`config.mk`:
```
export PLATFORM = sky130hd
export DESIGN_NAME = shared_port_arbiter
export DESIGN_NICKNAME = d
export VERILOG_FILES = /design/src/rtl/shared_port_arbiter.sv
export SDC_FILE = /design/constraint.sdc
export NUM_CORES = 1
export LEC_CHECK = 0
export CAP_MARGIN = 5
export CORE_UTILIZATION = 36
export DETAILED_ROUTE_END_ITERATION = 8
export HOLD_SLACK_MARGIN = 0.15
export PLACE_DENSITY = 0.78
export SYNTH_ARGS = -nofsm -noshare
export SYNTH_HDL_FRONTEND = slang
export SYNTH_SLANG_ARGS = --single-unit
```
`constraint.sdc`:
```
create_clock -name clk -period 1.4 [get_ports clk]
set_input_delay 0.28 -clock clk [delete_from_list [all_inputs] [get_ports clk]]
set_output_delay 0.28 -clock clk [all_outputs]
set_load 0.01 [all_outputs]
```
`src/rtl/shared_port_arbiter.sv`:
```
// Round-robin arbiter sharing one SIZE-bit output register between two requesters.
// Grant is locked for a whole burst until the grantee's last beat is accepted.
module shared_port_arbiter #(
    parameter int unsigned SIZE = 64
) (
    input  logic            clk,
    input  logic            reset_n,
    input  logic [1:0]      req_valid,
    input  logic [SIZE-1:0] req_data [2],
    input  logic [1:0]      req_last,
    output logic [1:0]      req_ready,
    output logic            out_valid,
    output logic [SIZE-1:0] out_data,
    output logic            out_last,
    input  logic            out_ready,
    output logic            port,
    output logic            busy
);

    typedef enum logic [1:0] {
        IDLE   = 2'd0,
        GRANT0 = 2'd1,
        GRANT1 = 2'd2
    } state_e;

    state_e          state_q, state_d;
    logic            rr_ptr_q, rr_ptr_d;
    logic            port_q, port_d;
    logic            out_valid_q, out_valid_d;
    logic            out_last_q, out_last_d;
    logic [SIZE-1:0] out_data_q, out_data_d;
    logic [SIZE-1:0] sel_data_c;
    logic            sel_last_c;
    logic            can_load_c;
    logic            accept_c;

    // Beat selection follows the current/most recent grantee.
    mux2x1 #(.SIZE(SIZE)) u_data_mux (
        .in0   (req_data[0]),
        .in1   (req_data[1]),
        .sel   (port_q),
        .out_c (sel_data_c)
    );

    mux2x1 #(.SIZE(1)) u_last_mux (
        .in0   (req_last[0]),
        .in1   (req_last[1]),
        .sel   (port_q),
        .out_c (sel_last_c)
    );

    // Handshake, next-state and output-register load logic.
    always_comb begin
        state_d     = state_q;
        rr_ptr_d    = rr_ptr_q;
        port_d      = port_q;
        out_valid_d = out_valid_q;
        out_data_d  = out_data_q;
        out_last_d  = out_last_q;
        req_ready   = 2'b00;

        can_load_c = !out_valid_q || out_ready;
        if (state_q == GRANT0) begin
            req_ready[0] = can_load_c;
        end
        if (state_q == GRANT1) begin
            req_ready[1] = can_load_c;
        end
        accept_c = |(req_valid & req_ready);

        case (state_q)
            IDLE: begin
                if (req_valid == 2'b11) begin
                    state_d = rr_ptr_q ? GRANT1 : GRANT0;
                    port_d  = rr_ptr_q;
                end else if (req_valid[0]) begin
                    state_d = GRANT0;
                    port_d  = 1'b0;
                end else if (req_valid[1]) begin
                    state_d = GRANT1;
                    port_d  = 1'b1;
                end
            end
            GRANT0, GRANT1: begin
                // port_q always names the grantee while in a grant state.
                if (accept_c && sel_last_c) begin
                    state_d  = IDLE;
                    rr_ptr_d = ~port_q;
                end
            end
            default: state_d = IDLE;
        endcase

        if (accept_c) begin
            out_valid_d = 1'b1;
            out_data_d  = sel_data_c;
            out_last_d  = sel_last_c;
        end else if (out_ready) begin
            out_valid_d = 1'b0;
        end
    end

    always_ff @(posedge clk or negedge reset_n) begin
        if (!reset_n) begin
            state_q     <= IDLE;
            rr_ptr_q    <= 1'b0;
            port_q      <= 1'b0;
            out_valid_q <= 1'b0;
            out_data_q  <= '0;
            out_last_q  <= 1'b0;
        end else begin
            state_q     <= state_d;
            rr_ptr_q    <= rr_ptr_d;
            port_q      <= port_d;
            out_valid_q <= out_valid_d;
            out_data_q  <= out_data_d;
            out_last_q  <= out_last_d;
        end
    end

    assign out_valid = out_valid_q;
    assign out_data  = out_data_q;
    assign out_last  = out_last_q;
    assign port      = port_q;
    assign busy      = (state_q != IDLE);

endmodule

// Plain 2:1 data multiplexer.
module mux2x1 #(
    parameter int unsigned SIZE = 64
) (
    input  logic [SIZE-1:0] in0,
    input  logic [SIZE-1:0] in1,
    input  logic            sel,
    output logic [SIZE-1:0] out_c
);

    assign out_c = sel ? in1 : in0;

endmodule

```
==> impl_metrics.yaml <==
cells_and_area:
  areaGrowthSynthToFinish_pct: 77.9
  nets: 674
  diodes: 0
  drive_above_1_share_pct: 34.0
worst_setup_path:
  crit_cells: 6
  end_kind: "flip-flop"
  crit_arrival_ns: 1.77
  cp.required_ns: 1.61
  critical_path_class: "in2reg"
  crit_path_start_kind: "input pin"
  path_max_fanout: 20
  max_stage_delay_ns: 0.47
  rr_worst_depth: 6
  crit_chain: "clkdlybuf4s50_1 > nand2b_4 > buf_6 > and2_4 > buf_12 > a21oi_4"
  path_buf_inv: 3
  crit_start: "out_ready"
  worstReg2RegStart: "state_q[1]"
  r2r_slack_ns: -0.13
  cpMaxStageDelayCell: "clkdlybuf4s50_1"
  crit_family: "buffers and inverters"
power:
  p_switching_mw: 5.71
  p_int_mw: 7.80
  p_per_area_nw_per_um2: 1990
  p_leak_nw: 2.75
  power.share.clock_pct: 10.8
  p_sw_share_pct: 42.2
  peakVddDrop_v: 0.000815
  power_frac_comb_pct: 61.2
  pwr-share-seq_pct: 28.0
sta:
  hold_slack_ns: 0.481
  slew_violations: 0
  setup_ws_ns: -0.163
  fmax_ghz: 0.640
  hold_viol: 0
  setup_tns_ns: -8.25
  period_minus_slack_ns: 1.56
  slew_headroom_pct: 75.7
  worstMarginPinSlew_ns: 0.354
  setup_violations: 71
  period_share_pct: 112
  finalClockSkew_ns: 0.00904
  rsz0062_at_grt: "yes"
detailed_routing:
  avgRoutedWirePerCell_microns: 16.6
  drc_errors: 0
  vias: 3381
  routed_via_density: 4.99
  drtAntennaViolNets: 0
  drt-total-wl_mm: 11.3
  drt_iter0_markers: 91
  dr.pass1.iters: 4
placement:
  portBuffers: 204
  gp_congestion: 0.772
  place_hpwl_mm: 7.80
  detailedPlace.worstSlack_ns: -0.410
logic_synthesis:
  synth_common_cells: "dfrtp_1 (70), a21oi_1 (68), mux2i_1 (65)"
  yosys.cell_types.count: 27
  synth-seq-cells: 70
  synth-edff-count: 0
  synthCells: 325
  synth.top_cell.area_share_pct: 46.0
  yosys.cell_count.top_type: "dfrtp_1"
  synth.avg_cell_area_sq_um: 11.7
  ys_seq_area_share_pct: 46.0
  ys_warn_count: 0
  syn_nets: 463
  async_reset_ff_share_pct: 100
  synth_area_leaders: "dfrtp_1 (46%), mux2i_1 (17%), a21oi_2 (9.2%), a21oi_1 (8.9%), a21oi_4 (8.5%)"
  synth_flop_cell: "dfrtp_1"
  syn_area_sq_um: 3810
  yosysTopAreaCell: "dfrtp_1"
hold_path:
  holdCritStartpoint: "out_last"
  min_path_type: "reg2reg"
  hold_depth: 1
grt:
  grt_overflow_total: 0
  antenna_found_initial: 0
  grt_first_pass_wirelength_mm: 17.8
  grt_max_degree: 71
  grt.total_usage_pct: 20.6
  grt_pass1_vias: 3658
cts:
  numCtsBuffers: 9
  cts_tree: "yes"
  cts-root-buf: "clkbuf_8"
  clock_sinks: 70
  clockBufferDepth: 2
  h-tree-depth: 3
  clk_latency_ns: 0.34
  clk_pin_slew_ns: 0.08
floorplanning:
  pin_count: 205
  coreArea_sq_um: 10300
  die_area_sq_um: 11000
  dieHeight_microns: 105
  die_width_microns: 105
  rows: 37
  start_util_pct: 37.1
status:
  violations: "setup timing"
  status: "finished with violations"
run:
  maxCapViolations: 0
[power groups by stage]
stage	clock, mW	combinational, mW	sequential, mW
after global placement	0	7.60	3.67
after detailed placement	0	7.80	3.71
after CTS	1.50	7.93	3.70
final	1.46	8.26	3.78
after global routing	1.60	8.84	3.91
after floorplan	0	4.24	4.04
[final timing paths]
kind | endpoint
setup / recovery | out_data[5]
hold / removal | out_last
setup reg to reg | out_data[6]
hold reg to reg | out_last
max in group asynchronous | port
min in group asynchronous | out_data[17]
[placed cells by master (no fill, tap or decap), types with 2 or more instances in the layout]
cell               n
dfrtp_1           67
buf_8              2
clkinv_2           3
clkdlybuf4s15_1    2
inv_1              3
mux2i_1           65
buf_6              9
a21oi_2           85
clkinvlp_4         3
inv_2              3
buf_16             4
ha_4               3
buf_12             7
a21oi_4           34
clkbuf_8          10
o21ai_1            2
clkdlybuf4s50_1  133
buf_4              5
a21oi_1            9
nand2_1            4
dfrtp_2            2
dlygate4sd2_1     65
and2_4             4
[metal layers]
layer,GRT usage (%),up-vias,share of wire [%],wire length (microns)
met1,22.4,1626,39,4420
met4,10.2,0,2.4,272
met5,0,-,0,0
met3,5.61,22,6.9,774
li1,-,1591,-,-
met2,36.7,142,51,5790
[through the flow]
stage	std cells	power (mW)	area, sq um	utilization, %
after floorplan	325	8.28	3950	-
after global placement	651	11.3	6160	59.9
after detailed placement	651	11.5	6160	59.9
after CTS	675	13.1	6580	64.1
after global routing	677	14.4	6780	65.9
final	677	13.5	6780	65.9
[what timing repair did]
item                                    in CTS  in global routing
pin swaps                                    3                  2
resized for setup                          137                 32
endpoints found under the hold margin       70                  0
endpoints found under the setup margin     138                 72
cloned                                       4                  2
setup buffers                                3                  0
hold buffers                                 1                  0
[area by class of cell]
class | instances | area [sq um]
Clock inverter | 6 | 37.5
Timing Repair Buffer | 230 | 2380
Tap cell | 136 | 170
Multi-Input combinational cell | 219 | 2270
Inverter | 6 | 22.5
Clock buffer | 10 | 138
Fill cell | 809 | 3500
Sequential cell | 70 | 1760
[cell families (layout without fill, tap and decap cells)]
group | after synthesis | count (layout) | synth area share [%]
buffers and inverters | 37 | 252 | 5.71
multiplexers | 66 | 66 | 17.4
AND/OR/NAND/NOR | 12 | 13 | 1.77
flip-flops | 70 | 70 | 46.0
AO/OA/AOI/OAI | 137 | 137 | 28.2
adder cells (fa/ha/maj) | 3 | 3 | 0.985
[registers in the layout, summed over array words and instances (netlist names)]
| register | count |
|---|---|
| out_data | 64 |
| out_last | 1 |
| out_valid | 1 |
| port | 1 |
| rr_ptr_q | 1 |
| state_q | 2 |
No activity file was read; power rests on OpenSTA's default activity.
==> patch 1: new RTL, same settings <==
`SIZE` is set to 64 in 2 places; all go to 32.
--- a/src/rtl/shared_port_arbiter.sv
+++ b/src/rtl/shared_port_arbiter.sv
@@ -1,7 +1,7 @@
 // Round-robin arbiter sharing one SIZE-bit output register between two requesters.
 // Grant is locked for a whole burst until the grantee's last beat is accepted.
 module shared_port_arbiter #(
-    parameter int unsigned SIZE = 64
+    parameter int unsigned SIZE = 32
 ) (
     input  logic            clk,
     input  logic            reset_n,
@@ -128,7 +128,7 @@
 
 // Plain 2:1 data multiplexer.
 module mux2x1 #(
-    parameter int unsigned SIZE = 64
+    parameter int unsigned SIZE = 32
 ) (
     input  logic [SIZE-1:0] in0,
     input  logic [SIZE-1:0] in1,
Ports: changed (resized out_data and req_data); port bits go from 205 to 109. The function was not compared with the original's and may differ.
==> patch 1 against the original RTL <==
  * The run still ends with negative setup slack left
  * Setup slack improved by 0.076 ns
  * Via count fell by 47%
  * Die area fell by 46%
  * Cell count fell by 46%
  * Area after synthesis fell by 47%
  * Combinational power fell by 54%
  * Power fell by 52%
  * Clock skew fell by 0.0056 ns
  * Routed wire length fell by 55%
  * Sequential cell count fell by 32
  * Sequential share of layout area rose by 1.9 points
  * Global-route usage fell by 3.0 points
  * First-iteration DRC count fell by 20%
  * Cell area fell by 50%
  * Largest cell class unchanged
  * Largest power group unchanged
==> patch 1: results (changes against the original RTL) <==
Parameter                              Value

Run status
  Outcome ... finished with violations
  Failing checks ... negative setup slack

Global routing
  GRT Util Overall ... 0.176 (-0.0300)
  Global-route wire length before repair ... 8250 um (-54%)
  Met2 GRT Util ... 0.296 (-0.0715)
  Met3 Use GR ... 0.0643 (+0.00814)

Power
  Leakage power figure ... 1.46 nW (-47%)
  Clock network fraction of total power ... 0.112 (+0.004)
  Sequential cell power ... 1.98 mW (-48%)
  Sequential Power Share ... 0.305 (+0.025)
  Worst ir drop on vdd ... 0.874 mV (+7.3%)

Placed design
  HPWL Detailed ... 3830 um (-51%)
  Routability-driven placement congestion ratio ... 0.770 (-0.28%)
  Placed Cells ... 356 (-45%)
  Port Buffer Count ... 108 (-47%)
  Placed instance area ... 3210 um^2 (-48%)

Routing
  Post-DR wirelength/cell ... 14.0 um (-16%)
  Drt first-iter violations ... 73 (-20%)
  Post-detailed-routing wire length ... 5080 um (-55%)

Timing
  Transition time at the pin with the least slew margin ... 0.412 ns (+0.0576 ns)
  Worst clock skew ... 0.00341 ns (-0.00562 ns)
  Setup ws final ... -0.0862 ns (+0.0764 ns)
  Total of endpoints with negative setup slack in the final report ... 37 (-48%)

Final layout
  Fraction of layout cells with a size suffix above 1 ... 0.306 (-0.0340)
  Largest register FFs ... 32 (-50%)
  Final net count ... 369 (-45%)

CTS
  Number of clock buffers inserted by TritonCTS ... 5 (-4)
  Clock Latency Late Sink ... 0.28 ns (-0.06 ns)
  Number of H-tree levels ... 2 (-1)

Worst setup path
  Maximum cell stage delay along the critical path ... 0.42 ns (-0.05 ns)
  Cell with the biggest individual delay on the critical path ... dfrtp_1
  Signal arrival time at the worst endpoint ... 1.69 ns (-0.08 ns)

Synthesis
  Synth top area cells ... dfrtp_1, mux2i_1, a21oi_2, a21oi_1, buf_6
  Average cell area after synthesis ... 11.1 um^2 (-5.6%)
  Number of distinct standard cells referenced by the synthesized netlist ... 24 (-11%)
  Post-Synthesis Net Count ... 256 (-45%)
  Top cell types by occurrence after synthesis ... dfrtp_1, a21oi_1, mux2i_1

Min path
  Hold crit path type ... in2async
==> patch 1: changes by cell type after synthesis <==
| cell | unedited run | this run |
|---|---|---|
| mux2i_1 | 65 | 33 |
| clkbuf_1 | 11 | 6 |
| buf_2 | 12 | 5 |
| dfrtp_1 | 70 | 38 |
| a21oi_2 | 40 | 30 |
| a21oi_4 | 20 | 0 |
| a21oi_1 | 68 | 34 |
| buf_8 | 2 | 0 |
| buf_4 | 1 | 0 |
==> patch 1: stage by stage <==
stage / hold WS [ns] / setup TNS, ns / worst slack (ns)
after detailed placement: 0.237 / -16.85 / -0.472
after global placement: 0.231 / -15.52 / -0.449
after floorplan: -0.0156 / -1.94 / -0.0648
after CTS: 0.482 / -2.31 / -0.0949
after global routing: 0.500 / -4.57 / -0.143
final: 0.466 / -2.27 / -0.0862
==> patch 1: final timing paths <==
path	start	end	slack, ns	cells past startpoint
worst max-delay path	state_q[1]$_DFFE_PN0P_	out_data[7]$_DFFE_PN0P_	-0.09	6
worst min-delay path	reset_n	out_data[3]$_DFFE_PN0P_	0.47	2
worst max register to register	state_q[1]$_DFFE_PN0P_	out_data[7]$_DFFE_PN0P_	-0.09	6
worst min register to register	out_last$_DFFE_PN0P_	out_last$_DFFE_PN0P_	0.50	1
max in group asynchronous	reset_n	out_data[14]$_DFFE_PN0P_	0.47	3
min in group clk	out_last$_DFFE_PN0P_	out_last$_DFFE_PN0P_	0.50	1
==> patch 1: logic make-up (layout without fill, tap and decap cells) <==
logic type / after synthesis / in the layout / share of synthesized area
adder cells (fa/ha/maj): 3 / 3 / 0.0186
AND/OR/NAND/NOR: 12 / 12 / 0.0335
AO/OA/AOI/OAI: 73 / 73 / 0.243
multiplexers: 34 / 34 / 0.170
flip-flops: 38 / 38 / 0.472
buffers and inverters: 22 / 134 / 0.0627
==> patch 1: routing by layer <==
layer | routed length, um | vias to the layer above
met5 | 0 | -
met4 | 74 | 0
met3 | 416 | 8
met2 | 2530 | 71
met1 | 2060 | 842
li1 | - | 871
==> patch 1: worst max-delay path: cells and delay by family, from the launching register on <==
family / cells / cell delay, ns
adders and majority gates: 1 / 0.17
DFF: 1 / 0.42
buffers and inverters: 2 / 0.24
and+or+nand+nor: 1 / 0.18
AOI/OAI and AO/OA: 2 / 0.40
==> patch 1: repair_timing <==
item	CTS	global route
gates resized for setup	57	33
setup buffers	0	1
hold buffers	1	0
endpoints found under the hold margin	16	0
endpoints found under the setup margin	74	38
==> patch 1: layout make-up <==
class | instances | area [um^2] | area share
Inverter | 6 | 22.5 | 0.00659
Multi-Input combinational cell | 122 | 1080 | 0.316
Clock buffer | 6 | 82.6 | 0.0242
Sequential cell | 38 | 952 | 0.279
Tap cell | 70 | 87.6 | 0.0256
Timing Repair Buffer | 122 | 1190 | 0.350
==> patch 2: new RTL, same flow settings <==
Made on the original files. Take the reset off `out_data_q` and load it in a clocked block of its own.
--- a/src/rtl/shared_port_arbiter.sv
+++ b/src/rtl/shared_port_arbiter.sv
@@ -106,16 +106,18 @@
             rr_ptr_q    <= 1'b0;
             port_q      <= 1'b0;
             out_valid_q <= 1'b0;
-            out_data_q  <= '0;
             out_last_q  <= 1'b0;
         end else begin
             state_q     <= state_d;
             rr_ptr_q    <= rr_ptr_d;
             port_q      <= port_d;
             out_valid_q <= out_valid_d;
-            out_data_q  <= out_data_d;
             out_last_q  <= out_last_d;
         end
+    end
+
+    always_ff @(posedge clk) begin
+        out_data_q <= out_data_d;
     end
 
     assign out_valid = out_valid_q;
Behaviour: differs if reset_n is asserted again (counterexample within 4 cycles, from zero or initial values and one cycle with reset_n low); with reset_n held inactive, the same outputs for 10 cycles.
==> patch 2 against the original RTL <==
  * The run still ends with negative setup slack left
  * Sequential cell count unchanged
  * Routed wire length is 30% lower
  * Cell count fell by 26%
  * Area after synthesis decreased by 21%
  * Cell area down 19%
  * Setup slack worse by 0.038 ns
  * Sequential share of layout area increased by 12 points
Power is not compared: it rests on default switching activity, and its combinational part moved more than twofold at a synthesized area within 25%.
==> patch 2: results (changes against the original RTL) <==
Parameter                              Value

Worst setup path
  Signal arrival time at the worst endpoint ... 1.70 ns (-0.07 ns)
  Cell with the biggest individual delay on the critical path ... dfrtp_1
  Flop2flop setup slack ... -0.20 ns (-0.07 ns)
  Peak fanout along the critical path ... 6 (-70%)
  RR Startpoint ... state_q[0]$_DFFE_PN0P_

Routing
  Drt first-iter violations ... 42 (-54%)
  DR WL met2 ... 4180 um (-28%)
  Post-detailed-routing wire length ... 7880 um (-30%)
  Via count ... 2336 (-31%)

Run status
  Failing checks ... negative setup slack
  Outcome ... finished with violations

Synthesis
  Top cell types by occurrence after synthesis ... edfxtp_1, mux2_2, buf_2
  Number of distinct standard cells referenced by the synthesized netlist ... 19 (-30%)
  Share of the yosys chip area belonging to registers ... 0.686 (+0.227)
  Adder-cell area share of the yosys netlist ... 0.0124 (+0.00258)
  Async set-reset flop share out of synthesis ... 0.0857 (-0.914)
  Post-Synthesis Net Count ... 307 (-34%)
  Count of flip-flops with a built-in enable after synthesis ... 64 (+64)
  Post-synthesis instance total ... 169 (-48%)
  Compound-gate portion of the synthesized area ... 0.0224 (-0.259)
  Most instantiated flip-flop cell in the synthesis netlist ... edfxtp_1
  Share of cell area taken by muxes after synthesis ... 0.245 (+0.0716)
  Synth top area cells ... edfxtp_1, mux2_2, dfrtp_1, ha_1, buf_2

Global routing
  Met3 Use GR ... 0.0683 (+0.0121)
  GRT Util Overall ... 0.177 (-0.0287)
  Met2 GRT Util ... 0.317 (-0.0497)
  Pin count of the biggest net entering global routing ... 38 (-46%)
  Global-route wire length before repair ... 11500 um (-35%)
  Global routing met1 resource utilization ... 0.178 (-0.0459)

Timing
  Total of endpoints with negative setup slack in the final report ... 71 (unchanged)
  Final sum of negative setup slack ... -11.06 ns (-2.81 ns)
  Worst hold slack across all endpoints ... 0.196 ns (-0.285 ns)
  Transition time at the pin with the least slew margin ... 0.283 ns (-0.0713 ns)
  Setup ws final ... -0.201 ns (-0.0383 ns)
  Worst clock skew ... 0.00928 ns (+0.000240 ns)

CTS
  Clock Latency Late Sink ... 0.32 ns (-0.02 ns)

Final layout
  Fraction of layout cells with a size suffix above 1 ... 0.268 (-0.0719)
  Final net count ... 532 (-21%)
  Final Non-Filler Cells ... 504 (-26%)

Placed design
  HPWL Detailed ... 5990 um (-23%)
  Placed Cells ... 484 (-26%)
  Placed instance area ... 5310 um^2 (-14%)
  Post-placement worst setup slack ... -0.427 ns (-0.0176 ns)
[patch 2: changes by cell type in the layout (fill, tap and decap cells not counted), moves of 3 or more]
| cell | change |
|---|---|
| clkinvlp_4 | -3 |
| buf_6 | -4 |
| dfrtp_1 | -62 |
| edfxtp_1 | +64 |
| mux2_2 | +63 |
| mux2i_1 | -63 |
| buf_16 | -4 |
| buf_4 | +4 |
| a21oi_1 | -6 |
| and2_4 | -3 |
| a21oi_4 | -34 |
| a21oi_2 | -85 |
| buf_12 | -4 |
[patch 2: cells by family (layout without fill, tap and decap cells)]
family	Yosys count	after routing
compound gates	9	9
flops	70	70
fa+ha+maj	3	3
simple gates	10	10
buf+inv	11	241
mux	66	66
[patch 2: power breakdown]
group / total, mW / switching, mW / internal [mW]
clock: 1.51 / 0.704 / 0.803
combinational: 3.56 / 1.55 / 2.01
sequential: 3.26 / 0.175 / 3.09
[patch 2: cell type report]
| type | count | area (um^2) |
|---|---|---|
| Fill cell | 629 | 2690 |
| Timing Repair Buffer | 221 | 2140 |
| Sequential cell | 70 | 2070 |
| Multi-Input combinational cell | 88 | 942 |
| Tap cell | 105 | 131 |
| Clock buffer | 10 | 128 |
| Clock inverter | 6 | 52.6 |
| Inverter | 4 | 15.0 |
[patch 2: worst max-delay path by stage]
stage	startpoint	to	slack (ns)	cells past startpoint
global route	state_q[0]$_DFFE_PN0P_	out_data[39]$_DFFE_PP_	-0.25	6
detailed placement	out_ready	req_ready[0]	-0.43	4
global placement	out_ready	req_ready[0]	-0.41	4
finish	state_q[0]$_DFFE_PN0P_	out_data[39]$_DFFE_PP_	-0.20	6
floorplan	state_q[1]$_DFFE_PN0P_	rr_ptr_q$_DFFE_PN0P_	-0.79	6
CTS	state_q[0]$_DFFE_PN0P_	req_ready[0]	-0.21	4
